[src/rtl/prim_cdc_pkg.sv]
// Shared definitions for the four-phase req/ack CDC handshake pair (transmitter and receiver).
// The transmitter's optional watchdog is enabled by PRIM_CDC_HANDSHAKE_TX_TIMEOUT_EN.
package prim_cdc_pkg;

    typedef enum logic [1:0] {
        IDLE   = 2'd0,
        REQ_HI = 2'd1,
        REQ_LO = 2'd2
    } cdc_tx_state_e;

    localparam int unsigned CdcSyncStagesDefault = 32'd2;

    // True while a handshake phase is outstanding (req high or waiting for ack release).
    function automatic logic cdc_tx_in_handshake(input cdc_tx_state_e state);
        return (state == REQ_HI) || (state == REQ_LO);
    endfunction

endpackage

[src/rtl/prim_cdc_sync_bit.sv]
// Single-bit multi-flop synchronizer with asynchronous clear to 0.
// Shared by the handshake transmitter (ack) and receiver (req).
module prim_cdc_sync_bit #(
    parameter int unsigned SyncStages = 32'd2
) (
    input  logic clk_i,
    input  logic rst_ni,
    input  logic d_i,
    output logic q_o
);

    logic [SyncStages-1:0] sync_r;

    // Shift the asynchronous input through the flop chain.
    always_ff @(posedge clk_i or negedge rst_ni) begin
        if (!rst_ni) begin
            sync_r <= {SyncStages{1'b0}};
        end else begin
            sync_r <= {sync_r[SyncStages-2:0], d_i};
        end
    end

    assign q_o = sync_r[SyncStages-1];

endmodule

[src/rtl/prim_cdc_handshake_tx.sv]
// Source-domain end of a four-phase req/ack CDC data channel.
// Optional sticky handshake watchdog: define PRIM_CDC_HANDSHAKE_TX_TIMEOUT_EN.
module prim_cdc_handshake_tx
    import prim_cdc_pkg::*;
#(
    parameter int unsigned DataWidth     = 32'd8,
    parameter int unsigned SyncStages    = CdcSyncStagesDefault,
    parameter int unsigned TimeoutCycles = 32'd1024
) (
    input  logic                 clk_i,
    input  logic                 rst_ni,
    input  logic                 valid_i,
    output logic                 ready_o,
    input  logic [DataWidth-1:0] data_i,
    output logic                 req_o,
    output logic [DataWidth-1:0] data_o,
    input  logic                 ack_i,
    output logic                 busy_o,
    output logic                 timeout_o
);

    cdc_tx_state_e        state_r;
    logic                 req_r;
    logic                 busy_r;
    logic [DataWidth-1:0] data_r;
    logic                 ack_s;
    logic                 accept_s;

    prim_cdc_sync_bit #(
        .SyncStages (SyncStages)
    ) u_ack_sync (
        .clk_i  (clk_i),
        .rst_ni (rst_ni),
        .d_i    (ack_i),
        .q_o    (ack_s)
    );

    // A stale ack seen in IDLE blocks new requests until it is released.
    assign ready_o  = (state_r == IDLE) & ~ack_s;
    assign accept_s = valid_i & ready_o;

    // Handshake FSM; req, busy and the captured word are registered alongside the state.
    always_ff @(posedge clk_i or negedge rst_ni) begin
        if (!rst_ni) begin
            state_r <= IDLE;
            req_r   <= 1'b0;
            busy_r  <= 1'b0;
            data_r  <= {DataWidth{1'b0}};
        end else begin
            case (state_r)
                IDLE: begin
                    if (accept_s) begin
                        data_r  <= data_i;
                        req_r   <= 1'b1;
                        busy_r  <= 1'b1;
                        state_r <= REQ_HI;
                    end
                end
                REQ_HI: begin
                    if (ack_s) begin
                        req_r   <= 1'b0;
                        state_r <= REQ_LO;
                    end
                end
                REQ_LO: begin
                    if (!ack_s) begin
                        busy_r  <= 1'b0;
                        state_r <= IDLE;
                    end
                end
                default: begin
                    req_r   <= 1'b0;
                    busy_r  <= 1'b0;
                    state_r <= IDLE;
                end
            endcase
        end
    end

    assign req_o  = req_r;
    assign busy_o = busy_r;
    assign data_o = data_r;

`ifdef PRIM_CDC_HANDSHAKE_TX_TIMEOUT_EN
    localparam int unsigned CntW = $clog2(TimeoutCycles + 32'd1);
    localparam logic [CntW-1:0] CntMax   = CntW'(TimeoutCycles);
    localparam logic [CntW-1:0] CntLimit = CntW'(TimeoutCycles - 32'd1);

    logic [CntW-1:0] cnt_r;
    logic            timeout_r;
    logic            phase_enter_s;

    // A new phase starts on accept (into REQ_HI) or on ack rising (into REQ_LO).
    always_comb begin
        phase_enter_s = 1'b0;
        if (state_r == IDLE) begin
            phase_enter_s = accept_s;
        end else if (state_r == REQ_HI) begin
            phase_enter_s = ack_s;
        end else begin
            phase_enter_s = 1'b0;
        end
    end

    // Per-phase saturating counter and sticky error flag; the FSM keeps waiting.
    always_ff @(posedge clk_i or negedge rst_ni) begin
        if (!rst_ni) begin
            cnt_r     <= {CntW{1'b0}};
            timeout_r <= 1'b0;
        end else begin
            if (phase_enter_s) begin
                cnt_r <= {CntW{1'b0}};
            end else if (cdc_tx_in_handshake(state_r) && (cnt_r != CntMax)) begin
                cnt_r <= cnt_r + {{(CntW-1){1'b0}}, 1'b1};
            end
            if (cdc_tx_in_handshake(state_r) && (cnt_r >= CntLimit)) begin
                timeout_r <= 1'b1;
            end
        end
    end

    assign timeout_o = timeout_r;
`else
    logic unused_timeout_cfg_s;
    assign unused_timeout_cfg_s = (TimeoutCycles > 32'd1);
    assign timeout_o = 1'b0;
`endif

endmodule

[config.mk]
export PLATFORM = sky130hd
export DESIGN_NAME = prim_cdc_handshake_tx
export DESIGN_NICKNAME = d
export VERILOG_FILES = /design/src/rtl/prim_cdc_pkg.sv /design/src/rtl/prim_cdc_sync_bit.sv /design/src/rtl/prim_cdc_handshake_tx.sv
export SDC_FILE = /design/constraint.sdc
export NUM_CORES = 1
export LEC_CHECK = 0
export BUFFER_PORTS_ARGS = -buffer_cell sky130_fd_sc_hd__buf_2
export CORE_ASPECT_RATIO = 1.1
export CORE_UTILIZATION = 30
export CTS_CLUSTER_DIAMETER = 80
export DETAILED_ROUTE_END_ITERATION = 12
export PLACE_DENSITY = 0.56
export SYNTH_ARGS = -nofsm -noshare
export SYNTH_HDL_FRONTEND = slang
export SYNTH_SLANG_ARGS = --single-unit
[constraint.sdc]
create_clock -name clk_i -period 2 [get_ports clk_i]
set_clock_uncertainty 0.15 [all_clocks]
set_input_delay 0.4 -clock clk_i [delete_from_list [all_inputs] [get_ports clk_i]]
set_output_delay 0.4 -clock clk_i [all_outputs]
set_load 0.005 [all_outputs]
==> run metrics, run 1 <==
vias in the first global route=369; die area=0.001980 mm^2; Switch Pwr=190.5 uW; Startpoint Class=flop; clock tree sinks=14; RSZ-0062 raised after global routing=false; layout net count=76; status=finished, final reports clean; Hold Path End=u_ack_sync.sync_r[0]; Placed Area=673.1 um^2; combinational power share=22.3%; setup slack, reg-to-reg=440 ps; share of cells above drive strength 1=57.14%; initial antenna violation count=0; Hold WC Path Type=input pin to flop; Max clock buf depth=2; post-route insts no fill=80; gr usage total=11.68%; drt drc=0; clock network power share=26.4%; largest net degree at the start of global routing=15; pre-CTS WS=449.3 ps; area leader, netlist=dfrtp_1; IO buf count=22; cells after synthesis=36; Setup TNS=0 ps; Iter 0 DRT Violations=1; worst endpoint data arrival time=1070 ps; leakage power=0.3578 nW; Worst setup EP type=primary output; Placer Congestion=0.7142; final core utilization=44.06%; Mapped Avg Cell Area=15.05 um^2; pwr/cell area=1048 mW/mm^2; Worst Hold Depth=1; die height=46.57 um; crit-path max FO=5; Period Utilization, post-route=81.13%; via count of the routed design=369; Detailed Place HPWL=675 um; overall power=754.2 uW; Min Clock Period, post-route=1623 ps; worst hold slack=74.83 ps; critical path class=flop to primary output; peak supply drop=0.5534 mV; clk_lat worst skew=270 ps; Final setup viols=0; Reg power frac=51.3%; post-cts sizing count=0; fin area=719.4 um^2; CTS tree=done; RR Endpoint=data_o[7]; Hold Vio Cnt, Final=0; antenna cells=0; Critical Path Max Stage Delay=460 ps; cts bufs inserted=3; Final WS setup=377.5 ps; delay-heaviest family, CP=flip-flops; YS warnings=0; Synth area leaders=dfrtp_1, mux2_2, nor4b_4, a22o_1, xor2_1; Yosys top cell area share=64.67%; final slew viol count=0; antenna-violating nets left=0; Placed Cells=75; R2R depth=3; crit path max-delay cell type=dfrtp_1; Area growth syn-to-layout=32.79%; syn nets=48; drt total wl=931 um; Die W=42.52 um; CTS H-tree lvls=1; DR vias/cell=4.613; crit-path cells=nor3_1 -> buf_2; flops & latches, synth=14; first-pass GRT wire length=1593 um; synth unique cells=15; Int Pwr=563.7 uW; Core Box Area=0.001633 mm^2; worst path bufs/invs=1; clock slew at the register clock pins of the worst setup and hold paths=80 ps; Placement Rows=15; reg-to-reg startpoint=state_r[1]; fmax=0.6163 GHz; sw frac=25.26%; Pre-antenna DRT Iters=2; Routed wire per std cell=11.64 um; sequential fraction of the synthesis area=64.67%; CTS root buf=clkbuf_4; max-cap violations=0; initial core utilization=33.18%; # IOs=24; Post-Synthesis Cell Area=541.8 um^2; critical path data required time=1450 ps; critical hold path startpoint=ack_i; grt ovf=0; Filler cells=149
## how the worst max path moves through the flow
stage / slack (ps) / cells after the start / end / from
after CTS: 370 / 2 / ready_o / state_r[1]
final: 380 / 2 / ready_o / state_r[1]
after global routing: 270 / 2 / ready_o / state_r[1]
after floorplan: 420 / 2 / data_o[0] / state_r[1]
after detailed placement: 450 / 3 / data_o[7] / state_r[1]
after global placement: 480 / 3 / data_o[2] / state_r[1]
## area by class of cell
cell class,instances,area (um^2),share of cell area (%)
inverters,2,7.507,1.043
well taps,17,21.27,2.957
repair buffers,24,127.6,17.74
multi-input cells,19,176.4,24.52
clock buffers,4,36.28,5.043
flip-flops and latches,14,350.3,48.70
## cells in the mapped netlist (all sizes together)
cell type / instances
a21o: 1
a22o: 1
a31oi: 1
and2: 1
buf: 1
conb: 1
dfrtp: 14
inv: 2
mux2: 8
nor2: 1
nor3: 1
nor4b: 1
o21a: 1
o21ai: 1
xor2: 1
## cells by family after synthesis
kind of cell | share of synthesized area [%]
flops | 64.67
mux | 16.63
compound gates | 6.468
simple gates | 7.158
buf+inv | 2.772
xor+xnor | 1.617
other cells | 0.6922
## worst reg2reg max path, delay by kind of cell, from the launching register on
family	cells	cell delay, ps
buffers and inverters	1	210
DFF	1	460
muxes	1	350
and+or+nand+nor	1	280
## layer usage
layer	vias up	track usage (%)	share of wire (%)	wire (um)
met1	178	12.29	44	408
met5	-	0	0	0
met4	0	9.375	1.3	12
met3	2	4.314	4.1	38
li1	178	-	-	-
met2	11	19.08	51	471
## sequential cells by signal, indices dropped and copies added, names as in the netlist
register           count
busy_o                 1
req_o                  1
state_r                2
u_ack_sync.sync_r      2
data_o                 8
## cell usage in the layout (no fill, tap or decap)
cell type,n
conb_1,1
dfrtp_1,14
mux2_2,8
and2_1,1
dlygate4sd3_1,1
clkbuf_8,1
nor3_1,1
nor2_1,1
a31oi_1,1
o21a_1,1
inv_1,2
clkbuf_4,3
buf_2,22
o21ai_0,1
a22o_1,1
nor4b_4,1
buf_4,1
xor2_1,1
a21o_1,1
## what timing repair did
action,in CTS,in global routing
hold endpoints to repair,14,0
setup buffers,0,0
endpoints found under the setup margin,0,0
hold buffers,1,0
## power by group through the flow
stage	Clock, mW	Combinational [mW]	Sequential (mW)
after global routing	0.221	0.187	0.398
after CTS	0.211	0.172	0.388
after floorplan	0	0.0776	0.398
after detailed placement	0	0.171	0.394
final	0.199	0.168	0.387
after global placement	0	0.169	0.393
No activity file was read; power rests on OpenSTA's default activity.
==> inputs of run 2 (changes only) <==
ABC_AREA = 1   (was default)
PLACE_DENSITY = 0.55   (was 0.56)
clock period = 1.69 ns   (was 2 ns; I/O delays follow)
==> run 2 against run 1 <==
The flow now finishes with violations (DRC). Global-route usage is 0.45 points lower. Combinational power is 36% higher. Area after synthesis is 5.8% higher. Cell area is 3.0% higher. Register-to-register slack worse by 100 ps. Sequential power is 22% higher. Hold slack better by 90 ps. Clock power is 16% higher. Sequential share of layout area is 1.4 points lower. Critical path type unchanged.
==> run metrics, run 2 <==
status=finished, violations left (was finished, final reports clean); violated checks=DRC; Worst Hold Depth=3 (was 1); CTS H-tree lvls=1 (unchanged); area leader, netlist=dfrtp_1 (unchanged); fmax=0.6363 GHz; Iter 0 DRT Violations=11 (was 1); setup slack, reg-to-reg=340 ps (was 440 ps); grt ovf=0 (unchanged); synth unique cells=13 (was 15); final core utilization=41.57% (was 44.06%); DR vias/cell=4.647 (was 4.613); final slew viol count=0 (unchanged); worst endpoint data arrival time=1080 ps (was 1070 ps); drt total wl=1078 um (was 931 um); Setup TNS=0 ps (unchanged); critical path class=flop to primary output (unchanged); Mapped Avg Cell Area=9.713 um^2 (was 15.05 um^2); CTS root buf=clkbuf_4 (unchanged); setup bufs post-CTS=0 (unchanged); reg-to-reg startpoint=state_r[1] (unchanged); top-count cell post-synth=nand2_1 (was dfrtp_1); Final setup viols=0 (unchanged); first-pass GRT wire length=1656 um (was 1593 um); EDFF count, synth=0 (unchanged); Placed Cells=96 (was 75); largest net degree at the start of global routing=15 (unchanged); top_reg_cell synth=dfrtp_1 (unchanged); peak supply drop=0.5209 mV (was 0.5534 mV); Min Clock Period, post-route=1572 ps; crit-path max FO=6 (was 5); pre-CTS WS=355.9 ps (was 449.3 ps); Period Utilization, post-route=93.00%; clock slew at the register clock pins of the worst setup and hold paths=80 ps (about the same); leakage power=0.4056 nW (was 0.3578 nW); # IOs=24 (unchanged); YS warnings=0 (unchanged); Die W=43.67 um (was 42.52 um); clk_lat worst skew=270 ps (about the same); Detailed Place HPWL=819.5 um (was 675 um); drt drc=3 (was 0); cts bufs inserted=3 (unchanged); initial core utilization=32.16% (was 33.18%); Max clock buf depth=2 (unchanged); layout net count=97 (was 76); antenna-violating nets left=0 (unchanged); asr flop ratio synth=100.0% (unchanged); CTS tree=done (unchanged); cells after synthesis=59 (was 36); Routed wire per std cell=10.57 um (was 11.64 um); Placer Congestion=0.6806 (was 0.7142); Hold WC Path Type=input pin to flop (unchanged); share of cells above drive strength 1=34.52% (was 57.14%); Area growth syn-to-layout=29.26% (was 32.79%); gr usage total=11.23% (was 11.68%); overall power=931.8 uW (was 754.2 uW); max FFs per register=8 (unchanged); R2R depth=4 (was 3); max-cap violations=0 (unchanged); antenna cells=0 (unchanged); via count of the routed design=474 (was 369); Worst setup EP type=primary output (unchanged); syn nets=71 (was 48); IO buf count=22 (unchanged); Startpoint Class=flop (unchanged); critical hold path startpoint=data_i[6] (was ack_i); Yosys top cell area share=61.14% (was 64.67%); Core Box Area=0.001782 mm^2 (was 0.001633 mm^2); initial antenna violation count=0 (unchanged); vias in the first global route=396 (was 369); die height=47.84 um (was 46.57 um); synth cell count leaders=nand2_1, dfrtp_1, nand4_1 (was dfrtp_1, mux2_2, inv_1); sequential fraction of the synthesis area=61.14% (was 64.67%); Post-Synthesis Cell Area=573.1 um^2 (was 541.8 um^2); pwr/cell area=1258 mW/mm^2 (was 1048 mW/mm^2); die area=0.002089 mm^2 (was 0.001980 mm^2); worst hold slack=164.6 ps (was 74.83 ps); Filler cells=185 (was 149); RR Endpoint=data_o[5] (was data_o[7]); Hold Path End=data_o[6] (was u_ack_sync.sync_r[0]); clock tree sinks=14 (unchanged); fin area=740.7 um^2 (was 719.4 um^2); Synth area leaders=dfrtp_1, nand2_1, nand4_1, o21ai_0, buf_6 (was dfrtp_1, mux2_2, nor4b_4, a22o_1, xor2_1); Pre-antenna DRT Iters=8 (was 2); Final WS setup=118.3 ps (was 377.5 ps); critical path data required time=1200 ps (was 1450 ps); Placed Area=684.4 um^2 (was 673.1 um^2); flops & latches, synth=14 (unchanged); post-route insts no fill=102 (was 80); RSZ-0062 raised after global routing=false (unchanged); Placement Rows=16 (was 15); most frequent cells in the layout=nand2_1, buf_2, dfrtp_1 (was buf_2, dfrtp_1, mux2_2); Hold Vio Cnt, Final=0 (unchanged)
[run 2: worst max-delay path, stage by stage (launching register included)]
cell and delay, ps:
dfrtp_1 450, nor3_1 220, buf_2 150
[run 2: power breakdown]
part           internal, mW  leakage (nW)  switching, mW
sequential            0.420         0.171         0.0530
clock                 0.131        0.0210          0.100
combinational         0.109         0.214          0.118
total                 0.660         0.406          0.271
[run 2: what timing repair did]
action / CTS / global route
endpoints found under the hold margin: 15 / 0
resized for setup: 0 / 0
hold buffers: 2 / 0
[run 2: kinds of logic (layout without fill, tap and decap cells)]
| logic type | count (synthesis) | count (layout) | share of synthesized area, % |
|---|---|---|---|
| compound gates | 4 | 4 | 3.492 |
| other cells | 1 | 1 | 0.6544 |
| flops | 14 | 14 | 61.14 |
| buf+inv | 7 | 32 | 6.987 |
| simple gates | 33 | 33 | 27.73 |
[run 2: worst max path at each step]
stage | depth (start not counted) | endpoint | slack (ps) | start
4_1_cts | 2 | ready_o | 90 | state_r[1]
5_1_grt | 2 | ready_o | 20 | state_r[1]
6_report | 2 | ready_o | 120 | state_r[1]
3_3_place_gp | 4 | data_o[5] | 380 | state_r[1]
2_1_floorplan | 5 | data_o[0] | 490 | state_r[1]
3_5_place_dp | 4 | data_o[5] | 360 | state_r[1]
[run 2: layout make-up]
type | instances | area (um^2) | share of cell area (%)
clock buffer | 4 | 36.28 | 4.899
tap | 18 | 22.52 | 3.041
timing repair buffer | 25 | 137.6 | 18.58
inverter | 3 | 11.26 | 1.520
sequential | 14 | 350.3 | 47.30
multi-input combinational | 38 | 182.7 | 24.66
[run 2: metal layers]
layer | GRT usage, % | wire (um) | share of wire (%) | up-vias
li1 | - | - | - | 244
met1 | 13.99 | 492 | 46 | 216
met2 | 16.12 | 515 | 48 | 14
met3 | 6.792 | 70 | 6.5 | 0
met4 | 3.750 | 0 | 0 | 0
met5 | 0 | 0 | 0 | -
